--- src/rtl/radig_pkg.sv ---
// rtl/radig_pkg.sv - shared types and constants for the truth-table sweeper
package radig_pkg;

    typedef enum logic [1:0] {
        IDLE   = 2'd0,
        DRIVE  = 2'd1,
        SAMPLE = 2'd2,
        DONE   = 2'd3
    } sweep_state_t;

    // Golden table of F = (C&D | B)&A | B&~C, bit i = F at {A,B,C,D} = i
    localparam logic [15:0] TT_F32A = 16'hF830;

    localparam int IDX_W = 4;

endpackage

--- src/rtl/truth_table_sweeper_settle_timer.sv ---
// rtl/truth_table_sweeper_settle_timer.sv - per-index settle down-counter
module settle_timer #(
    parameter int SETTLE = 1
) (
    input  logic clk,
    input  logic rst_n,
    input  logic load,
    output logic expire
);

    localparam int CW = $clog2(SETTLE + 1);
    localparam logic [CW-1:0] LOAD_VAL = CW'(SETTLE - 1);
    localparam logic [CW-1:0] ONE      = CW'(1);

    logic [CW-1:0] cnt_q;
    logic [CW-1:0] cnt_d;

    // Reload on entry to a new index, otherwise count down and park at zero
    always_comb begin
        cnt_d = cnt_q;
        if (load) begin
            cnt_d = LOAD_VAL;
        end else if (cnt_q != '0) begin
            cnt_d = cnt_q - ONE;
        end
    end

    // Counter register
    always_ff @(posedge clk) begin
        if (!rst_n) begin
            cnt_q <= '0;
        end else begin
            cnt_q <= cnt_d;
        end
    end

    // Zero means this is the last settle cycle of the current index
    assign expire = (cnt_q == '0);

endmodule

--- src/rtl/truth_table_sweeper.sv ---
// rtl/truth_table_sweeper.sv - sweeps {a,b,c,d} 0..15, captures f_in, compares to EXPECTED; SWEEP_FAIL_LOG_EN adds first-fail log
module truth_table_sweeper
    import radig_pkg::*;
#(
    parameter int          SETTLE   = 1,
    parameter logic [15:0] EXPECTED = TT_F32A
) (
    input  logic        clk,
    input  logic        rst_n,
    input  logic        start,
    input  logic        f_in,
    output logic        a,
    output logic        b,
    output logic        c,
    output logic        d,
    output logic        busy,
    output logic        done,
    output logic [15:0] table_out,
`ifdef SWEEP_FAIL_LOG_EN
    output logic        fail_valid,
    output logic [3:0]  fail_idx,
`endif
    output logic        pass
);

    sweep_state_t     state_q, state_d;
    logic [IDX_W-1:0] idx_q, idx_d;
    logic [15:0]      table_q, table_d;
    logic             pass_q, pass_d;
    logic             settle_load;
    logic             settle_expire;
`ifdef SWEEP_FAIL_LOG_EN
    logic             fail_valid_q, fail_valid_d;
    logic [IDX_W-1:0] fail_idx_q, fail_idx_d;
`endif

    // Timer restarts on every entry into DRIVE, i.e. once per index
    assign settle_load = (state_d == DRIVE) && (state_q != DRIVE);

    settle_timer #(
        .SETTLE (SETTLE)
    ) u_settle_timer (
        .clk    (clk),
        .rst_n  (rst_n),
        .load   (settle_load),
        .expire (settle_expire)
    );

    // Sweep sequencing, capture of f_in and the registered verdict
    always_comb begin
        state_d = state_q;
        idx_d   = idx_q;
        table_d = table_q;
        pass_d  = pass_q;
`ifdef SWEEP_FAIL_LOG_EN
        fail_valid_d = fail_valid_q;
        fail_idx_d   = fail_idx_q;
`endif
        case (state_q)
            IDLE: begin
                if (start) begin
                    state_d = DRIVE;
                    idx_d   = '0;
                    table_d = '0;
                    pass_d  = 1'b0;
`ifdef SWEEP_FAIL_LOG_EN
                    fail_valid_d = 1'b0;
                    fail_idx_d   = '0;
`endif
                end
            end
            DRIVE: begin
                if (settle_expire) begin
                    state_d = SAMPLE;
                end
            end
            SAMPLE: begin
                table_d[idx_q] = f_in;
`ifdef SWEEP_FAIL_LOG_EN
                if (!fail_valid_q && (f_in != EXPECTED[idx_q])) begin
                    fail_valid_d = 1'b1;
                    fail_idx_d   = idx_q;
                end
`endif
                if (idx_q == {IDX_W{1'b1}}) begin
                    // Compare the table including the bit captured this cycle,
                    // so pass is already valid while done is high
                    state_d = DONE;
                    pass_d  = (table_d == EXPECTED);
                end else begin
                    idx_d   = idx_q + {{(IDX_W-1){1'b0}}, 1'b1};
                    state_d = DRIVE;
                end
            end
            DONE: begin
                state_d = IDLE;
            end
            default: begin
                state_d = IDLE;
            end
        endcase
    end

    // State and datapath registers
    always_ff @(posedge clk) begin
        if (!rst_n) begin
            state_q <= IDLE;
            idx_q   <= '0;
            table_q <= '0;
            pass_q  <= 1'b0;
`ifdef SWEEP_FAIL_LOG_EN
            fail_valid_q <= 1'b0;
            fail_idx_q   <= '0;
`endif
        end else begin
            state_q <= state_d;
            idx_q   <= idx_d;
            table_q <= table_d;
            pass_q  <= pass_d;
`ifdef SWEEP_FAIL_LOG_EN
            fail_valid_q <= fail_valid_d;
            fail_idx_q   <= fail_idx_d;
`endif
        end
    end

    assign {a, b, c, d} = idx_q;
    assign busy         = (state_q == DRIVE) || (state_q == SAMPLE);
    assign done         = (state_q == DONE);
    assign table_out    = table_q;
    assign pass         = pass_q;
`ifdef SWEEP_FAIL_LOG_EN
    assign fail_valid   = fail_valid_q;
    assign fail_idx     = fail_idx_q;
`endif

endmodule

--- config.mk ---
export PLATFORM = sky130hd
export DESIGN_NAME = truth_table_sweeper
export DESIGN_NICKNAME = d
export VERILOG_FILES = /design/src/rtl/radig_pkg.sv /design/src/rtl/truth_table_sweeper_settle_timer.sv /design/src/rtl/truth_table_sweeper.sv
export SDC_FILE = /design/constraint.sdc
export NUM_CORES = 1
export LEC_CHECK = 0
export BUFFER_PORTS_ARGS = -buffer_cell sky130_fd_sc_hd__buf_2
export CAP_MARGIN = 0
export CORE_MARGIN = 5
export CORE_UTILIZATION = 37
export CTS_CLUSTER_SIZE = 14
export DETAILED_ROUTE_END_ITERATION = 7
export SYNTH_ARGS = -nofsm -noshare
export SYNTH_HDL_FRONTEND = slang
export SYNTH_SLANG_ARGS = --single-unit
export TNS_END_PERCENT = 30
--- constraint.sdc ---
create_clock -name clk -period 3.85 [get_ports clk]
set_input_delay 0.5775 -clock clk [delete_from_list [all_inputs] [get_ports clk]]
set_output_delay 0.5775 -clock clk [all_outputs]
set_load 0.05 [all_outputs]
# Yosys cells after proc, flatten, opt, wreduce, memory -nomap -nowiden
# Index checks and enable logic that the tools add are counted.
# totals
reg_bits	24
input_bits	4
output_inout_bits	23
elab_cells	45
# op_classes
addsub	2
magnitude_cmp	2
n_eq_ne	10
mux	15
n_bitwise	2
reduce_logical	9
# ops
op	count
$pmux W16 S2	1
$bwmux W16	1
$eq A16 B16 Y1 const B	1
$mux W16	1
$mux W4	2
$pmux W2 S4	1
$pmux W4 S2	1
$mux W2	3
$ne A2 B2 Y1 const B	3
$reduce_and A3 Y1	2
$lt A4 B5 Y1 const B	1
$add A4 B1 Y4 const B	1
$demux W1 S4	1
$eq A2 B1 Y1 const B	2
$eq A2 B2 Y1 const B	2
$eq A4 B4 Y1 const B	1
$ge A4 B1 Y1 const B	1
$mux W1	3
$reduce_or A3 Y1	1
$logic_and A1 B1 Y1	2
$logic_not A2 Y1	1
$ne A2 B1 Y1 const B	1
$not A1 Y1	2
$pmux W1 S2	1
other kinds (4)	4

# Longest topological paths before layout
# Gate-level depths: netlist of run 1.
# logic_depth
word_depth	8
ltp_mapped	9
mapped_depth_nobuf	7

# Hierarchy
# From an unflattened synthesis of run 1, not the netlist that was laid out.
# hier_totals
cells_unflattened	167
hier_area_um2	1383.8
# modules_own_cells
module	instances	cells_per_inst	area_per_inst_um2	seq_area_each_um2
truth_table_sweeper	1	164	1356.3	460.4
settle_timer	1	3	27.5	20.0

# Worst setup path before layout of run 1
# OpenSTA, ideal clock, no wires.
# synth_path
path_kind	register to register
startpoint	register idx_q[1]
endpoint	register pass_q, in the netlist pass
setup_time_ps	88
arrival_time_ps	2283
required_time_ps	3762
slack_ps	1479
path_stages_with_launch	8
path_buffers	0
synth_period_minus_slack_ps	2371
path_cell_list	dfxtp_1 > inv_1 > ha_1 > nor3b_1 > mux2i_1 > nand4b_1 > or4_1 > o32ai_2
# synth_via
elab_chain_len	8
word_cells_on_any_way	12
cone_classes	order compare (2); eq/ne (3); mux (5); reduce/logical (2)
# synth_lines
item	line_no	source
start: declaration	truth_table_sweeper.sv:27	logic [IDX_W-1:0] idx_q, idx_d;
start signal: assignment	truth_table_sweeper.sv:117	idx_q <= idx_d;
$lt A4 B5 Y1 (implied by the code) / $ge A4 B1 Y1 (equally long branches)	truth_table_sweeper.sv:78	table_d[idx_q] = f_in;
$logic_and A1 B1 Y1 (implied by the code)	truth_table_sweeper.sv:78	
$mux W1 (implied by the code)	truth_table_sweeper.sv:78	
$demux W1 S4	truth_table_sweeper.sv:78	
$bwmux W16	truth_table_sweeper.sv:78	
$eq A16 B16 Y1	truth_table_sweeper.sv:89	pass_d = (table_d == EXPECTED);
$mux W1	truth_table_sweeper.sv:85	if (idx_q == {IDX_W{1'b1}}) begin
$pmux W1 S2	truth_table_sweeper.sv:59	case (state_q)
end signal: assignment	truth_table_sweeper.sv:119	pass_q <= pass_d;
end: declaration	truth_table_sweeper.sv:29	logic pass_q, pass_d;
# Several ways; a longest one is shown, not always the timed one. The select of a mux whose other input is x is not followed.
# A chain may end at the register's enable or synchronous reset.

# Final worst setup path of run 1
# layout_path
startpoint	register idx_q[0]
endpoint	register pass_q, in the netlist pass
# The elaborated chain is that of the path after synthesis.

==> reports/metrics.cfg, run 1 <==
[floorplanning]
fp.dieW_um = 73.0
num_io_pins = 27
core_um2 = 3910
die_h_um = 73.0
dieArea_um2 = 5330
row_count = 23
initial_core_util = 0.376

[clocking]
ctsHoldBuffers = 0
clk_pin_slew_ns = 0.08
postCtsSetupRepairBufs = 0
clk_latency_ns = 0.27
ctsResizeCount = 0
tritoncts = built
clock_path_buffers = 2
numClockSinks = 24
cts-htree-levels = 1
cts_root_buf = clkbuf_8
cts_buffers = 3

[critical_path]
start_kind = flop
cp-endpoint = pass
r2r_start = idx_q[0]
cp.required_ns = 4.04
r2r_slack_ns = 1.62
max_stage_delay_ns = 0.50
r2r_cells = 7
cp.arrival_ns = 2.42
reg2reg_to = pass
crit_family = simple AND/OR/NAND/NOR gates
cp_num_cells = 7
crit_slowest_cell = or4_1
endpoint_kind = flop
crit_path_max_fanout = 8
criticalPathCategory = reg2reg
cp.buffers_inverters = 1
worstPathCellList = inv_1 -> ha_1 -> nor3b_1 -> mux2i_1 -> nand4b_1 -> or4_1 -> o32ai_2
cp-startpoint = idx_q[0]

[timing]
setup_slack_ns = 1.62
slew_headroom = 0.288
skew_ns = 0.00183
hold_ws_ns = 0.494
setup_violations = 0
worst_slew_pin_slew_ns = 1.06
finalHoldViolCount = 0
fin_crit_sh = 0.580
post-route-min-period_ns = 2.23
fmax_mhz = 448
rsz0062_at_grt = no
finalMaxSlewViolations = 0
fin_setup_tns_ns = 0

[detailed_routing]
drt_wl_total_mm = 3.15
vias_per_cell = 4.87
drt_iter0_markers = 52
wl_per_cell_um = 13.2
vias = 1165
drc = 0
dr.pass1.iters = 4
ant_nets = 0

[synthesis]
yosysUniqueCellTypes = 30
synth_common_cells = 26 x nand2_1, 24 x dfxtp_1, 17 x mux2i_1
synth_most_common_cell = nand2_1
netlist_instances = 170
synth-seq-cells = 24
synthFlopType = dfxtp_1
async_reset_ff_frac = 0
synth_area_leader_cell = dfxtp_1
synth.top_cells.by_area = dfxtp_1 33%, mux2i_1 12%, ha_1 9.4%
netlist_area_um2 = 1470
synth-seq-area-share = 0.327
synth_edf_count = 0
syn-num-nets = 185
synth.avg_cell_area_um2 = 8.65
ys_warn_count = 0
synth_top_cell_area_share = 0.327

[finish]
areaGrowthSynthToFinish_pct = 11.5
drive_gt1_frac = 0.175
fillers = 437
diodes = 0
nNetsFinal = 206
seq_area_um2 = 480
multi_input_area_um2 = 898
finish.utilization = 0.419

[grt]
grt_pass1_vias = 1074
grt_util_all_layers = 0.123
grt_max_degree = 23
grt_antenna_before_repair = 0
grt_pass1_wl_mm = 5.15
grt-ovfl-total = 0

[placed_design]
gp_congestion = 0.748
place_ws_ns = 1.61
io_buffers = 26
place_hpwl_mm = 2.22

[worst_hold_path]
hp-class = reg2reg

[power_and_ir_drop]
powerDensity_nw_per_um2 = 304
p_leak_nw = 0.836
irDropWorstVdd_mv = 0.109
finalPower_uw = 498

[flow_run]
maxCapViolCount = 0

[outcome]
status = finished clean

## worst min-delay path: stages (launching register included)
cell	delay (ns)
dfxtp_1	0.32
nand2_1	0.07
o32ai_2	0.07
## kinds of logic (layout without fill, tap and decap cells)
group                      Yosys count  count (layout)  share of synthesized area
AOI/OAI and AO/OA                   25              25                     0.0996
muxes                               17              17                      0.116
adders and majority gates           11              11                     0.0936
buffers and inverters               16              35                     0.0621
xor gates and xnor gates             3               3                     0.0179
and+or+nand+nor                     73              73                      0.282
DFF                                 24              24                      0.327
other                                1               1                    0.00255
## routing by layer
layer / GRT usage / wire length (um) / part of all wire
met4: 0.0430 / 47 / 0.015
met3: 0.0289 / 113 / 0.036
met5: 0 / 0 / 0
met2: 0.197 / 1380 / 0.44
met1: 0.162 / 1610 / 0.51
## final cells by class
class,instances,area share
inverter,5,0.0115
tap,50,0.0382
sequential,24,0.293
clock buffer,3,0.0252
timing repair buffer,27,0.0840
multi-input combinational,130,0.548
## state kept, by name, summed over array words and instances (netlist names)
register / flops
idx_q: 4
u_settle_timer.cnt_q: 1
table_out: 16
pass: 1
state_q: 2
## cells in the final DEF, fill, tap and decap left out, drive strengths merged, types with 4 or more instances in the layout
cell / Yosys / layout
and2: 16 / 16
buf: 5 / 27
dfxtp: 24 / 24
ha: 11 / 11
inv: 5 / 5
mux2i: 17 / 17
nand2: 26 / 26
nand3: 6 / 6
nand3b: 6 / 6
nor2: 7 / 7
nor3b: 4 / 4
o21ai: 18 / 18
## worst min path at each step
stage,startpoint,to,depth (start not counted)
final,pass,pass,2
after global routing,pass,pass,2
after CTS,pass,pass,2
after detailed placement,pass,pass,2
after global placement,pass,pass,2
after floorplan,state_q[1],state_q[1],2
## per-stage QoR
step                cell area, um2  std cells
finish                        1640        239
global route                  1640        239
CTS                           1640        239
detailed placement            1600        236
global placement              1600        236
floorplan                     1470        170
## power breakdown
group	internal (mW)	switching (mW)	leakage, nW
logic	0.0277	0.0613	0.621
registers	0.253	0.00622	0.194
clock network	0.0701	0.0799	0.0216
total	0.351	0.147	0.836
(Power assumes the default switching activity.)
==> inputs of run 2 (changes only) <==
Clock period 3.85 ns to 2.1 ns, I/O delays scaled along.
==> reports/metrics.cfg, run 2 (same netlist as run 1, synthesis figures left out) <==
[outcome]
status = finished clean

[finish]
final_cell_mix = 26 x nand2_1, 26 x buf_2, 20 x dfxtp_1
finish.utilization = 0.458
nNetsFinal = 217
areaGrowthSynthToFinish_pct = 21.9
drive_gt1_frac = 0.284
diodes = 0
largest_register_ffs = 16

[clocking]
cts_root_buf = clkbuf_8
clk_latency_ns = 0.27
cts-htree-levels = 1
numClockSinks = 24
clock_path_buffers = 2
cts_buffers = 3
clk_pin_slew_ns = 0.09
tritoncts = built

[timing]
slew_headroom = 0.604
skew_ns = 0.00198
finalMaxSlewViolations = 0
rsz0062_at_grt = no
post-route-min-period_ns = 2.01
finalHoldViolCount = 0
fmax_mhz = 497
setup_slack_ns = 0.0885
setup_violations = 0
worst_slew_pin_slew_ns = 0.578
fin_crit_sh = 0.958
fin_setup_tns_ns = 0

[grt]
grt_pass1_vias = 1244
grt_pass1_wl_mm = 5.77
grt_antenna_before_repair = 0
grt_use_met2 = 0.216
grt_max_degree = 22
grt_util_all_layers = 0.137
busiest_layer = met2
grt_use_met3 = 0.0262
grt-ovfl-total = 0
gr-usage-met1 = 0.184

[power_and_ir_drop]
internal_power_uw = 706
finalPower_mw = 1.00
p_sw_uw = 295
comb_power_share = 0.199
p_leak_nw = 0.917
p_seq_frac = 0.475
irDropWorstVdd_mv = 0.345
powerDensity_nw_per_um2 = 559
p_clk_frac = 0.325
switching_share = 0.295

[critical_path]
cp.buffers_inverters = 1
start_kind = flop
endpoint_kind = flop
max_stage_delay_ns = 0.49
cp.arrival_ns = 2.21
cp-startpoint = idx_q[0]
crit_path_max_fanout = 7
criticalPathCategory = reg2reg
cp.required_ns = 2.30
r2r_start = idx_q[0]
worstPathCellList = inv_4 -> ha_1 -> nor3b_1 -> mux2i_1 -> nand2_1 -> or4_1 -> o32ai_2
crit_slowest_cell = or4_1
crit_family = simple AND/OR/NAND/NOR gates

[floorplanning]
fp.dieW_um = 73.0
row_count = 23
initial_core_util = 0.376
die_h_um = 73.0
core_um2 = 3910
num_io_pins = 27
dieArea_um2 = 5330

[placed_design]
place_ws_ns = -0.00322
io_buffers = 26
place_hpwl_mm = 2.43
gp_congestion = 0.805

[detailed_routing]
wl_per_cell_um = 13.5
ant_nets = 0
drc = 0
vias = 1245
drt_iter0_markers = 80
vias_per_cell = 4.96
dr.pass1.iters = 4
drt_wl_total_mm = 3.39

[worst_hold_path]
hp-class = in2reg
hp-start = start

[flow_run]
maxCapViolCount = 0

[run 2: cell count changes in the layout (fill, tap and decap cells not counted), moves of 2 or more]
cell     previous run  this run
buf_4               1        12
dfxtp_1            24        20
dfxtp_4             0         2
nor3b_1             4         1
nor3b_2             0         2
inv_1               5         3
dfxtp_2             0         2
inv_4               0         2
[run 2: power groups by stage]
stage          sequential (mW)  combinational (mW)  clock, mW
5_1_grt                  0.478               0.217      0.364
3_5_place_dp             0.486               0.178          0
6_report                 0.476               0.200      0.326
4_1_cts                  0.476               0.186      0.341
3_3_place_gp             0.485               0.177          0
2_1_floorplan            0.495               0.118          0
[run 2: layout make-up]
| cell class | count | area (um2) |
|---|---|---|
| fill | 416 | 2120 |
| multi-input combinational | 130 | 940 |
| sequential | 24 | 490 |
| timing repair buffer | 38 | 220 |
| tap | 50 | 62.6 |
| clock buffer | 4 | 55.1 |
| inverter | 5 | 23.8 |
[run 2: worst paths after layout]
| check | to | slack, ns | cells after the start |
|---|---|---|---|
| max | pass | 0.09 | 7 |
| min | state_q[1] | 0.36 | 4 |
| max reg2reg | pass | 0.09 | 7 |
| min reg2reg | pass | 0.51 | 2 |
[run 2: metrics by stage]
step,std cells,area [um2],hold slack [ns]
6_report,251,1790,0.357
5_1_grt,251,1790,0.388
4_1_cts,249,1740,0.343
3_5_place_dp,244,1670,0.494
3_3_place_gp,244,1670,0.486
2_1_floorplan,170,1480,0.491
[run 2: routing by layer]
layer | vias to the layer above | wire length, um
met5 | - | 0
met4 | 0 | 58
met3 | 5 | 146
met2 | 27 | 1500
met1 | 578 | 1680
li1 | 635 | -
[run 2: timing repair]
| action | CTS | global route |
|---|---|---|
| gates resized for setup | 4 | 9 |
| endpoints found under the setup margin | 1 | 1 |
| buffers inserted | 1 | 2 |
| hold buffers | 0 | 0 |
| pin swaps | 0 | 2 |
[run 2: tightest hold or removal path: cells and delay by family]
family,cells,cell delay [ns]
AND/OR/NAND/NOR,2,0.10
buffers and inverters,1,0.10
AO/OA/AOI/OAI,1,0.08
==> inputs of run 3 (changes only) <==
Settings changed: CORE_UTILIZATION 37 to 55, PLACE_DENSITY set to 0.79.
==> reports/metrics.cfg, run 3 (same netlist as run 1, synthesis figures left out) <==
[finish]
diodes = 0
nNetsFinal = 216
final_cell_mix = 26 x nand2_1, 26 x buf_2, 20 x dfxtp_1
largest_register_ffs = 16
areaGrowthSynthToFinish_pct = 19.2
design_area_um2 = 1750
finish.utilization = 0.695
drive_gt1_frac = 0.290
seq_area_um2 = 493
fillers = 194
multi_input_area_um2 = 952

[power_and_ir_drop]
comb_power_share = 0.208
p_seq_frac = 0.519
p_clk_frac = 0.273
internal_power_uw = 639
p_sw_uw = 279
finalPower_uw = 918
powerDensity_nw_per_um2 = 524
p_leak_nw = 0.905
switching_share = 0.304
irDropWorstVdd_mv = 0.349

[detailed_routing]
vias_per_cell = 5.61
ant_nets = 0
drt_wl_total_mm = 3.39
vias = 1291
dr.pass1.iters = 4
wl_per_cell_um = 14.7
drc = 0
drt_iter0_markers = 65

[placed_design]
gp_congestion = 0.825
place_ws_ns = 0.0270
io_buffers = 26
place_hpwl_mm = 2.39
place_area_um2 = 1640

[critical_path]
cp.arrival_ns = 2.23
cp.required_ns = 2.34
criticalPathCategory = reg2reg
start_kind = flop
crit_path_max_fanout = 7
endpoint_kind = flop

[clocking]
cts-htree-levels = 1
cts_buffers = 3
clk_latency_ns = 0.31
numClockSinks = 24
clock_path_buffers = 2
ctsHoldBuffers = 0
clk_pin_slew_ns = 0.14
tritoncts = built
cts_root_buf = clkbuf_4

[timing]
setup_slack_ns = 0.114
fin_crit_sh = 0.946
skew_ns = 0.00565
finalHoldViolCount = 0
setup_violations = 0
post-route-min-period_ns = 1.99
fmax_mhz = 503
finalMaxSlewViolations = 0

[floorplanning]
fp.dieW_um = 61.7
core_um2 = 2520
dieArea_um2 = 3810
die_h_um = 61.7
row_count = 18
initial_core_util = 0.583
num_io_pins = 27

[grt]
grt_util_all_layers = 0.187
grt_pass1_vias = 1173
grt_max_degree = 22
grt_antenna_before_repair = 0
grt-ovfl-total = 0
grt_pass1_wl_mm = 5.34

[worst_hold_path]
hp-class = in2reg

[outcome]
status = finished clean

[flow_run]
maxCapViolCount = 0

run 3: power groups by stage:
stage / sequential [mW] / clock (mW) / combinational (mW)
after floorplan: 0.495 / 0 / 0.118
after global placement: 0.485 / 0 / 0.171
after detailed placement: 0.486 / 0 / 0.175
after CTS: 0.475 / 0.254 / 0.176
after global routing: 0.478 / 0.278 / 0.207
final: 0.476 / 0.250 / 0.191
run 3: per-stage QoR:
step                      cells  hold slack, ns  setup TNS, ns
after global routing        230           0.321       -0.00502
after CTS                   227           0.303              0
after global placement      223           0.478              0
after floorplan             170           0.491              0
final                       230           0.304              0
after detailed placement    223           0.483              0
run 3: area by class of cell:
type                    instances  area share
multi-input cells             130       0.543
flip-flops and latches         24       0.281
repair buffers                 37       0.121
well taps                      30      0.0214
clock buffers                   4      0.0207
inverters                       5      0.0121
run 3: worst paths after layout:
path,startpoint,endpoint,slack (ns),cells after the start
worst min register to register,pass,pass,0.51,2
worst max register to register,idx_q[0],pass,0.11,7
worst min-delay path,start,state_q[1],0.30,4
worst max-delay path,idx_q[0],pass,0.11,7
run 3: metal layers:
metal  wire, um  vias to the layer above  track usage
met1       1520                      609        0.256
li1           -                      635            -
met5          0                        -            0
met3        198                        4       0.0413
met2       1630                       43        0.303
met4         42                        0       0.0424
run 3: timing repair:
item / 4_1_cts / 5_1_grt
setup buffers: 0 / 3
gates resized for setup: 0 / 16
setup endpoints to repair: 0 / 1
run 3: critical path: stages (launching register included):
cell and delay (ns):
dfxtp_4 0.41, inv_2 0.08, ha_2 0.18, nor3b_4 0.19, mux2i_1 0.26, nand4b_1 0.11
or4_4 0.49, o32ai_2 0.19
